===== src/rtl/code_queue_pkg.sv =====
// code_pkg: shared definitions for the instruction queue and for decode.
// Holds the instruction word width, the bit positions and widths of the
// five instruction fields, and the struct that carries a split word.
package code_pkg;

    localparam int IW = 16;

    localparam int OP1_MSB    = 15;
    localparam int OP1_LSB    = 14;
    localparam int RA_MSB     = 13;
    localparam int RA_LSB     = 11;
    localparam int RD_MSB     = 10;
    localparam int RD_LSB     = 8;
    localparam int OP3_MSB    = 7;
    localparam int OP3_LSB    = 4;
    localparam int DBACK_MSB  = 3;
    localparam int DBACK_LSB  = 0;

    localparam int OP1_W   = OP1_MSB - OP1_LSB + 1;
    localparam int RA_W    = RA_MSB - RA_LSB + 1;
    localparam int RD_W    = RD_MSB - RD_LSB + 1;
    localparam int OP3_W   = OP3_MSB - OP3_LSB + 1;
    localparam int DBACK_W = DBACK_MSB - DBACK_LSB + 1;

    typedef struct packed {
        logic [OP1_W-1:0]   op1;
        logic [RA_W-1:0]    rs_ra_op2;
        logic [RD_W-1:0]    rd_rb_cond;
        logic [OP3_W-1:0]   op3_dfront;
        logic [DBACK_W-1:0] dback;
    } code_fields_t;

endpackage


===== src/rtl/code_queue_if.sv =====
// code_queue_if: fetch-side and decode-side handshake bundle of the
// instruction queue.
//   fetch side : in_valid, in_code, in_pc -> queue ; in_ready <- queue
//   decode side: out_ready -> queue ; out_valid, code_out, pc_out,
//                the five split fields and count <- queue
// master is the surrounding pipeline's view, slave is the queue's view.
interface code_queue_if #(
    parameter int DEPTH = 4,
    parameter int PCW   = 16
);
    logic                     in_valid;
    logic                     in_ready;
    logic [code_pkg::IW-1:0]  in_code;
    logic [PCW-1:0]           in_pc;

    logic                     out_valid;
    logic                     out_ready;
    logic [code_pkg::IW-1:0]  code_out;
    logic [PCW-1:0]           pc_out;
    logic [1:0]               op1_out;
    logic [2:0]               Rs_Ra_op2_out;
    logic [2:0]               Rd_Rb_cond_out;
    logic [3:0]               op3_dFront_out;
    logic [3:0]               dBack_out;
    logic [$clog2(DEPTH):0]   count;

    modport master (
        output in_valid, in_code, in_pc, out_ready,
        input  in_ready, out_valid, code_out, pc_out, op1_out,
               Rs_Ra_op2_out, Rd_Rb_cond_out, op3_dFront_out, dBack_out, count
    );

    modport slave (
        input  in_valid, in_code, in_pc, out_ready,
        output in_ready, out_valid, code_out, pc_out, op1_out,
               Rs_Ra_op2_out, Rd_Rb_cond_out, op3_dFront_out, dBack_out, count
    );
endinterface


===== src/rtl/code_queue_fields.sv =====
// code_fields: purely combinational split of a 16-bit instruction word
// into its five fields. Shared with decode.
//   code   in  : instruction word
//   fields out : op1 / Rs_Ra_op2 / Rd_Rb_cond / op3_dFront / dBack
module code_fields
    import code_pkg::*;
(
    input  logic [IW-1:0] code,
    output code_fields_t  fields
);

    // Plain bit slicing; positions come from the shared package so decode
    // and the queue can never disagree on the layout.
    always_comb begin
        fields            = '0;
        fields.op1        = code[OP1_MSB:OP1_LSB];
        fields.rs_ra_op2  = code[RA_MSB:RA_LSB];
        fields.rd_rb_cond = code[RD_MSB:RD_LSB];
        fields.op3_dfront = code[OP3_MSB:OP3_LSB];
        fields.dback      = code[DBACK_MSB:DBACK_LSB];
    end

endmodule


===== src/rtl/code_queue.sv =====
// code_queue: DEPTH-entry first-word-fall-through instruction buffer
// between fetch and decode, carrying each word with its PC.
//   clock : rising-edge clock
//   reset : synchronous active-high, empties the queue
//   flush : empties the queue (taken branch / redirect)
//   bus   : code_queue_if slave view (fetch push side, decode pop side,
//           head word/PC, head split into fields, occupancy count)
module code_queue
    import code_pkg::*;
#(
    parameter int DEPTH = 4,
    parameter int PCW   = 16
) (
    input  logic       clock,
    input  logic       reset,
    input  logic       flush,
    code_queue_if.slave bus
);

    localparam int AW = $clog2(DEPTH);
    localparam int CW = AW + 1;

    logic [IW-1:0]  code_mem [DEPTH];
    logic [PCW-1:0] pc_mem   [DEPTH];
    logic [AW-1:0]  wp;
    logic [AW-1:0]  rp;
    logic [CW-1:0]  count_q;

    logic           full;
    logic           empty;
    logic           push;
    logic           pop;
    logic           clear;
    logic [IW-1:0]  head_code;
    logic [PCW-1:0] head_pc;
    code_fields_t   head_fields;

    // in_ready is derived from the count only, so decode's out_ready never
    // reaches fetch combinationally. A push while full is therefore refused
    // even if decode pops in the same cycle.
    assign full  = (count_q == CW'(DEPTH));
    assign empty = (count_q == '0);
    assign push  = bus.in_valid & ~full;
    assign pop   = bus.out_ready & ~empty;
    assign clear = reset | flush;

    // Pointers and occupancy. Reset and flush are the same operation and
    // override any push/pop in that cycle. Pointers are AW bits so they wrap
    // modulo DEPTH on their own.
    always_ff @(posedge clock) begin
        if (clear) begin
            wp      <= '0;
            rp      <= '0;
            count_q <= '0;
        end else begin
            if (push) wp <= wp + 1'b1;
            if (pop)  rp <= rp + 1'b1;
            case ({push, pop})
                2'b10:   count_q <= count_q + CW'(1);
                2'b01:   count_q <= count_q - CW'(1);
                default: count_q <= count_q;
            endcase
        end
    end

    // Storage is not cleared by reset; stale contents are hidden by the
    // empty masking on the outputs. A push dropped by flush/reset must not
    // write either.
    always_ff @(posedge clock) begin
        if (push && !clear) begin
            code_mem[wp] <= bus.in_code;
            pc_mem[wp]   <= bus.in_pc;
        end
    end

    // Head is forced to zero while empty so decode sees op1=00 and all
    // fields clear rather than leftover data.
    assign head_code = empty ? '0 : code_mem[rp];
    assign head_pc   = empty ? '0 : pc_mem[rp];

    code_fields u_fields (
        .code   (head_code),
        .fields (head_fields)
    );

    assign bus.in_ready       = ~full;
    assign bus.out_valid      = ~empty;
    assign bus.code_out       = head_code;
    assign bus.pc_out         = head_pc;
    assign bus.op1_out        = head_fields.op1;
    assign bus.Rs_Ra_op2_out  = head_fields.rs_ra_op2;
    assign bus.Rd_Rb_cond_out = head_fields.rd_rb_cond;
    assign bus.op3_dFront_out = head_fields.op3_dfront;
    assign bus.dBack_out      = head_fields.dback;
    assign bus.count          = count_q;

endmodule


===== src/flat_wrapper.sv =====
// flat-port wrapper written by rule: the top's interface ports become plain ports
module code_queue_flat import code_pkg::*;
#(
    parameter int DEPTH = 4,
    parameter int PCW   = 16
)
  (clock, reset, flush, bus_in_valid, bus_in_code, bus_in_pc, bus_out_ready, bus_in_ready, bus_out_valid, bus_code_out, bus_pc_out, bus_op1_out, bus_Rs_Ra_op2_out, bus_Rd_Rb_cond_out, bus_op3_dFront_out, bus_dBack_out, bus_count);
  code_queue_if #(.DEPTH(DEPTH), .PCW(PCW)) bus_i ();
  input  logic clock;
  input  logic reset;
  input  logic flush;
  input wire logic [$bits(bus_i.in_valid)-1:0] bus_in_valid;
  input wire logic [$bits(bus_i.in_code)-1:0] bus_in_code;
  input wire logic [$bits(bus_i.in_pc)-1:0] bus_in_pc;
  input wire logic [$bits(bus_i.out_ready)-1:0] bus_out_ready;
  output wire logic [$bits(bus_i.in_ready)-1:0] bus_in_ready;
  output wire logic [$bits(bus_i.out_valid)-1:0] bus_out_valid;
  output wire logic [$bits(bus_i.code_out)-1:0] bus_code_out;
  output wire logic [$bits(bus_i.pc_out)-1:0] bus_pc_out;
  output wire logic [$bits(bus_i.op1_out)-1:0] bus_op1_out;
  output wire logic [$bits(bus_i.Rs_Ra_op2_out)-1:0] bus_Rs_Ra_op2_out;
  output wire logic [$bits(bus_i.Rd_Rb_cond_out)-1:0] bus_Rd_Rb_cond_out;
  output wire logic [$bits(bus_i.op3_dFront_out)-1:0] bus_op3_dFront_out;
  output wire logic [$bits(bus_i.dBack_out)-1:0] bus_dBack_out;
  output wire logic [$bits(bus_i.count)-1:0] bus_count;
  assign bus_i.in_valid = bus_in_valid;
  assign bus_i.in_code = bus_in_code;
  assign bus_i.in_pc = bus_in_pc;
  assign bus_i.out_ready = bus_out_ready;
  assign bus_in_ready = bus_i.in_ready;
  assign bus_out_valid = bus_i.out_valid;
  assign bus_code_out = bus_i.code_out;
  assign bus_pc_out = bus_i.pc_out;
  assign bus_op1_out = bus_i.op1_out;
  assign bus_Rs_Ra_op2_out = bus_i.Rs_Ra_op2_out;
  assign bus_Rd_Rb_cond_out = bus_i.Rd_Rb_cond_out;
  assign bus_op3_dFront_out = bus_i.op3_dFront_out;
  assign bus_dBack_out = bus_i.dBack_out;
  assign bus_count = bus_i.count;
  code_queue #(.DEPTH(DEPTH), .PCW(PCW)) u_core (.clock(clock), .reset(reset), .flush(flush), .bus(bus_i));
endmodule

===== config.mk =====
export PLATFORM = sky130hd
export DESIGN_NAME = code_queue_flat
export DESIGN_NICKNAME = d
export VERILOG_FILES = /design/src/rtl/code_queue_pkg.sv /design/src/rtl/code_queue_if.sv /design/src/rtl/code_queue_fields.sv /design/src/rtl/code_queue.sv /design/src/flat_wrapper.sv
export SDC_FILE = /design/constraint.sdc
export NUM_CORES = 1
export LEC_CHECK = 0
export CAP_MARGIN = 30
export CELL_PAD_IN_SITES_DETAIL_PLACEMENT = 0
export CELL_PAD_IN_SITES_GLOBAL_PLACEMENT = 2
export CORE_AREA = 4 4 110 112
export CTS_CLUSTER_DIAMETER = 120
export CTS_CLUSTER_SIZE = 30
export DETAILED_ROUTE_END_ITERATION = 12
export DIE_AREA = 0 0 114 116
export DONT_BUFFER_PORTS = 1
export PLACE_DENSITY = 0.92
export REMOVE_ABC_BUFFERS = 1
export SYNTH_ARGS = -nofsm -noshare
export SYNTH_HDL_FRONTEND = slang
export SYNTH_SLANG_ARGS = --single-unit
export TNS_END_PERCENT = 5

===== constraint.sdc =====
create_clock -name clock -period 4.1 [get_ports clock]
set_input_delay 1.23 -clock clock [delete_from_list [all_inputs] [get_ports clock]]
set_output_delay 1.23 -clock clock [all_outputs]
set_load 0.01 [all_outputs]

# Word-level counts from Yosys, hierarchy flattened
# Memory sizes are Yosys's and may differ from the RTL's. A register that Yosys moved wholly into a read port is not among the register bits.
# Cells that the tools add are included.
# op_classes
addsub	4
eq_ne	3
mux	9
n_bitwise	5
n_reduce_logical	4
# ops
op	count
2-to-1 mux 16 bit	2
2-to-1 mux 2 bit	4
case mux 3 bit (2 select lines)	1
adder 2 x 1 -> 2 bit (second input constant)	2
adder 3 x 1 -> 3 bit (second input constant)	1
equality test 3 bit (second input constant)	1
logical NOT 3 bit	1
subtractor 3 x 1 -> 3 bit (second input constant)	1
AND 1 bit	2
equality test 2 x 1 -> 1 bit (second input constant)	1
equality test 2 bit (second input constant)	1
2-to-1 mux 1 bit	2
NOT 1 bit	2
nonzero test 2 bit	1
logical AND 1 bit	1
logical NOT 1 bit	1
OR 1 bit	1
# totals
ff_bits	7
mem_bits_rw	128
inputBits	37
output_inout_bits	53
wordCells	30
memories	2
# memory_table
name	words	width	read_ports	rd_ports_with_merged_regs	write_ports	line	text
u_core.code_mem	4	16	1	1	1	code_queue.sv:23	logic [IW-1:0] code_mem [DEPTH];
u_core.pc_mem	4	16	1	1	1	code_queue.sv:24	logic [PCW-1:0] pc_mem [DEPTH];

# Logic depth before layout (Yosys ltp)
# depth
word_depth	6
ltp_mapped	10
ltp_nobuf	9

# Hierarchy
# From an unflattened synthesis, not the netlist that was laid out.
# unflattened
cells_unflattened	274
area_unflattened_um2	5444.0
# modules_own_cells
module	n_inst	cells_each	area_per_inst_um2	seq_area_each_um2
code_queue	1	258	5323.9	4023.9
code_fields	1	16	120.1	0.0

# Worst setup path before layout
# Ideal clock, no wire load.
# synth_path
path_type	input -> register
start	in flush
end	mem u_core.code_mem[0][0] (enable)
t_arrival_ns	2.391
required_time_ns	3.708
slack_ns	1.317
stages	2
n_path_buf	0
path_cell_list	nor2_1 and3_1
# synth_between
elab_chain_cells	5
# synth_lines
element	line	text
start: declaration	flat_wrapper.sv:11	input logic flush;
OR 1 bit	code_queue.sv:45	assign clear = reset | flush;
logical NOT 1 bit	code_queue.sv:70	if (push && !clear) begin
logical AND 1 bit	code_queue.sv:70	
2-to-1 mux 1 bit	code_queue.sv:70	
2-to-1 mux 1 bit (not written as such)	code_queue.sv:71	code_mem[wp] <= bus.in_code;
end: declaration	code_queue.sv:23	
# No other way between the ends.

==> run metrics <==
layout cells sized above 1=0.264; simple-gate area share of the yosys netlist=0.0596; Post-Synth Adder-Cell Area=0.0152; total CTS buffers=17; Fin. Hold Viols=0; clock root cell=clkbuf_16; xor/xnor share of the synthesized area=0.00322; #FFs+latches synth=137; Setup crit start kind=flip-flop; Hold Path Class=flip-flop to flip-flop; Nets=310; Die Ht=116 um; H-tree depth=4; EDFF count, synth=128; synth warn=0; Max Fclk=0.297 GHz; worst-margin pin slew=0.893 ns; Max-cap violations=0; die area=13200 sq um; ANT cells=0; count of final setup violators=0; Placer Congestion=0.694; clk sink count=approximately 140; final WL=9310 um; mux contribution to synthesized area=0.134; Setup crit end kind=output pin; synth unique cells=28; post-route ant nets=0; largest net degree at the start of global routing=33; fin. max-slew vios=0; setup TNS=0 ns; Yosys top cell by area=edfxtp_1; Core Util, Final=0.547; Critical Path RT=2.87 ns; Synth top area share=0.706; via/cell ratio=5.59; status=complete, no violations; Syn Area/Cell=19.9 sq um; io pins=90; global-route wire length before repair=approximately 14000 um; Core Region=11200 sq um; top cells by area, synth=edfxtp_1 (71%), mux4_2 (13%), nor2b_1 (3.8%); vias in the first global route=2611; Starting Density=0.485; Total GRT Usage=0.153; pwr/cell area=548 nW/um^2; routed wire length per instance=22.0 um; Setup Skew=about 0.010 ns; HPWL after DPL=5500 um; Pleak=around 1.9 nW; clk slew on worst S/H paths=about 0.060 ns; CTS tree=yes; Rows=39; Rel. slew slack=0.405; # DRC=0; PortBufs=0; RSZ-0062 raised after global routing=false; Final period util=0.822; Syn Inst Count=roughly 270; cts hold-fix bufs=0; sequential share of the synthesized area=0.739; Crit Path Max Fanout=32; number of gates resized after CTS=0; Arr. time, crit path=between 2 and 2.5 ns; largest family of logic cells by synthesized area=multiplexers; Vias=2365; drt pass-1 iters=4; Post-CTS Setup Inserts=0; GRT Residual Overflow=0; clk_lat worst skew=0.41 ns; Die X-Extent=114 um; Power Total=3.37 mW; Min Clock Period, post-route=around 3.4 ns; Async SR Flop Fraction=0; most common cell after layout, fill and taps aside=edfxtp_1; worst-case clock buffer depth=2; initial antenna violation count=0; compound-gate portion of the synthesized area=0.00874; First DRT Iteration DRCs=119; Max rail drop VDD=between 0.0002 and 0.00025 V; most frequent cells in the layout=edfxtp_1 (128), nor2b_1 (33), mux4_2 (32); area grow syn2layout=12.9%; Post-Syn Area=approximately 5400 sq um; Post-synth top flop=edfxtp_1; WS Path Type=flip-flop to output pin
-- synth_stat cells, types with 2 or more instances --
cell and number:
o21ai_0 4, xor2_1 2, nand2_1 4, ha_1 5, nor2b_1 33, clkbuf_1 4, dfxtp_1 9, nor2_1 4
buf_6 2, inv_1 7, and3_1 4, a21oi_1 3, buf_2 3, or3_1 2, edfxtp_1 128, buf_4 17
mux4_2 32
-- power breakdown --
| group | switching, mW | internal (mW) |
|---|---|---|
| combinational | 0.0631 | 0.0351 |
| sequential | 0.00896 | 1.55 |
| clock | 0.570 | 1.14 |
-- routing by layer --
| metal | up-vias | routed length, um | GRT usage |
|---|---|---|---|
| met4 | 0 | 115 | 0.0530 |
| met3 | 14 | 1070 | 0.0877 |
| met5 | - | 0 | 0 |
| met2 | 87 | 4640 | 0.243 |
| li1 | 1045 | - | - |
| met1 | 1219 | 3490 | 0.174 |
-- path summary, 6_finish.rpt --
path	startpoint	to	slack, ns	depth (start not counted)
max reg2reg	u_core.bus.count[2]	u_core.bus.count[2]	1.50	9
min reg2reg	u_core.rp[0]	u_core.rp[0]	0.49	2
max	flip-flop	bus_code_out[2]	0.73	2
min	u_core.rp[0]	u_core.rp[0]	0.49	2
-- metrics by stage --
stage | setup slack (ns) | area [sq um] | std cells | hold slack [ns]
2_1_floorplan | 0.588 | 5250 | 246 | 0.459
3_3_place_gp | 1.16 | 5470 | 391 | 0.459
3_5_place_dp | 1.14 | 5470 | 391 | 0.487
4_1_cts | 0.693 | 6140 | 423 | 0.495
5_1_grt | 0.618 | 6140 | 423 | 0.524
6_report | 0.731 | 6140 | 423 | 0.493
-- layout make-up --
cell class	instances	area, sq um
multi-input combinational	102	1210
sequential	137	4030
clock inverter	14	241
tap	143	179
inverter	7	26.3
fill	861	5080
clock buffer	18	429
timing repair buffer	2	27.5
-- flip-flops by register name, summed over array words and instances (netlist names), named ones only --
signal / count
u_core.code_mem: 64
u_core.pc_mem: 64
u_core.bus.count: 3
u_core.rp: 2
u_core.wp: 2
-- cell families after synthesis --
family / count (synthesis)
fa+ha+maj: 6
buf+inv: 35
flops: 137
xor+xnor: 2
compound gates: 8
simple gates: 53
mux: 33
-- critical path: stages (launching register included) --
cell and delay, ns:
dfxtp_2 0.88, mux4_2 0.35, nor2b_1 0.50
No activity file was read; power rests on OpenSTA's default activity.
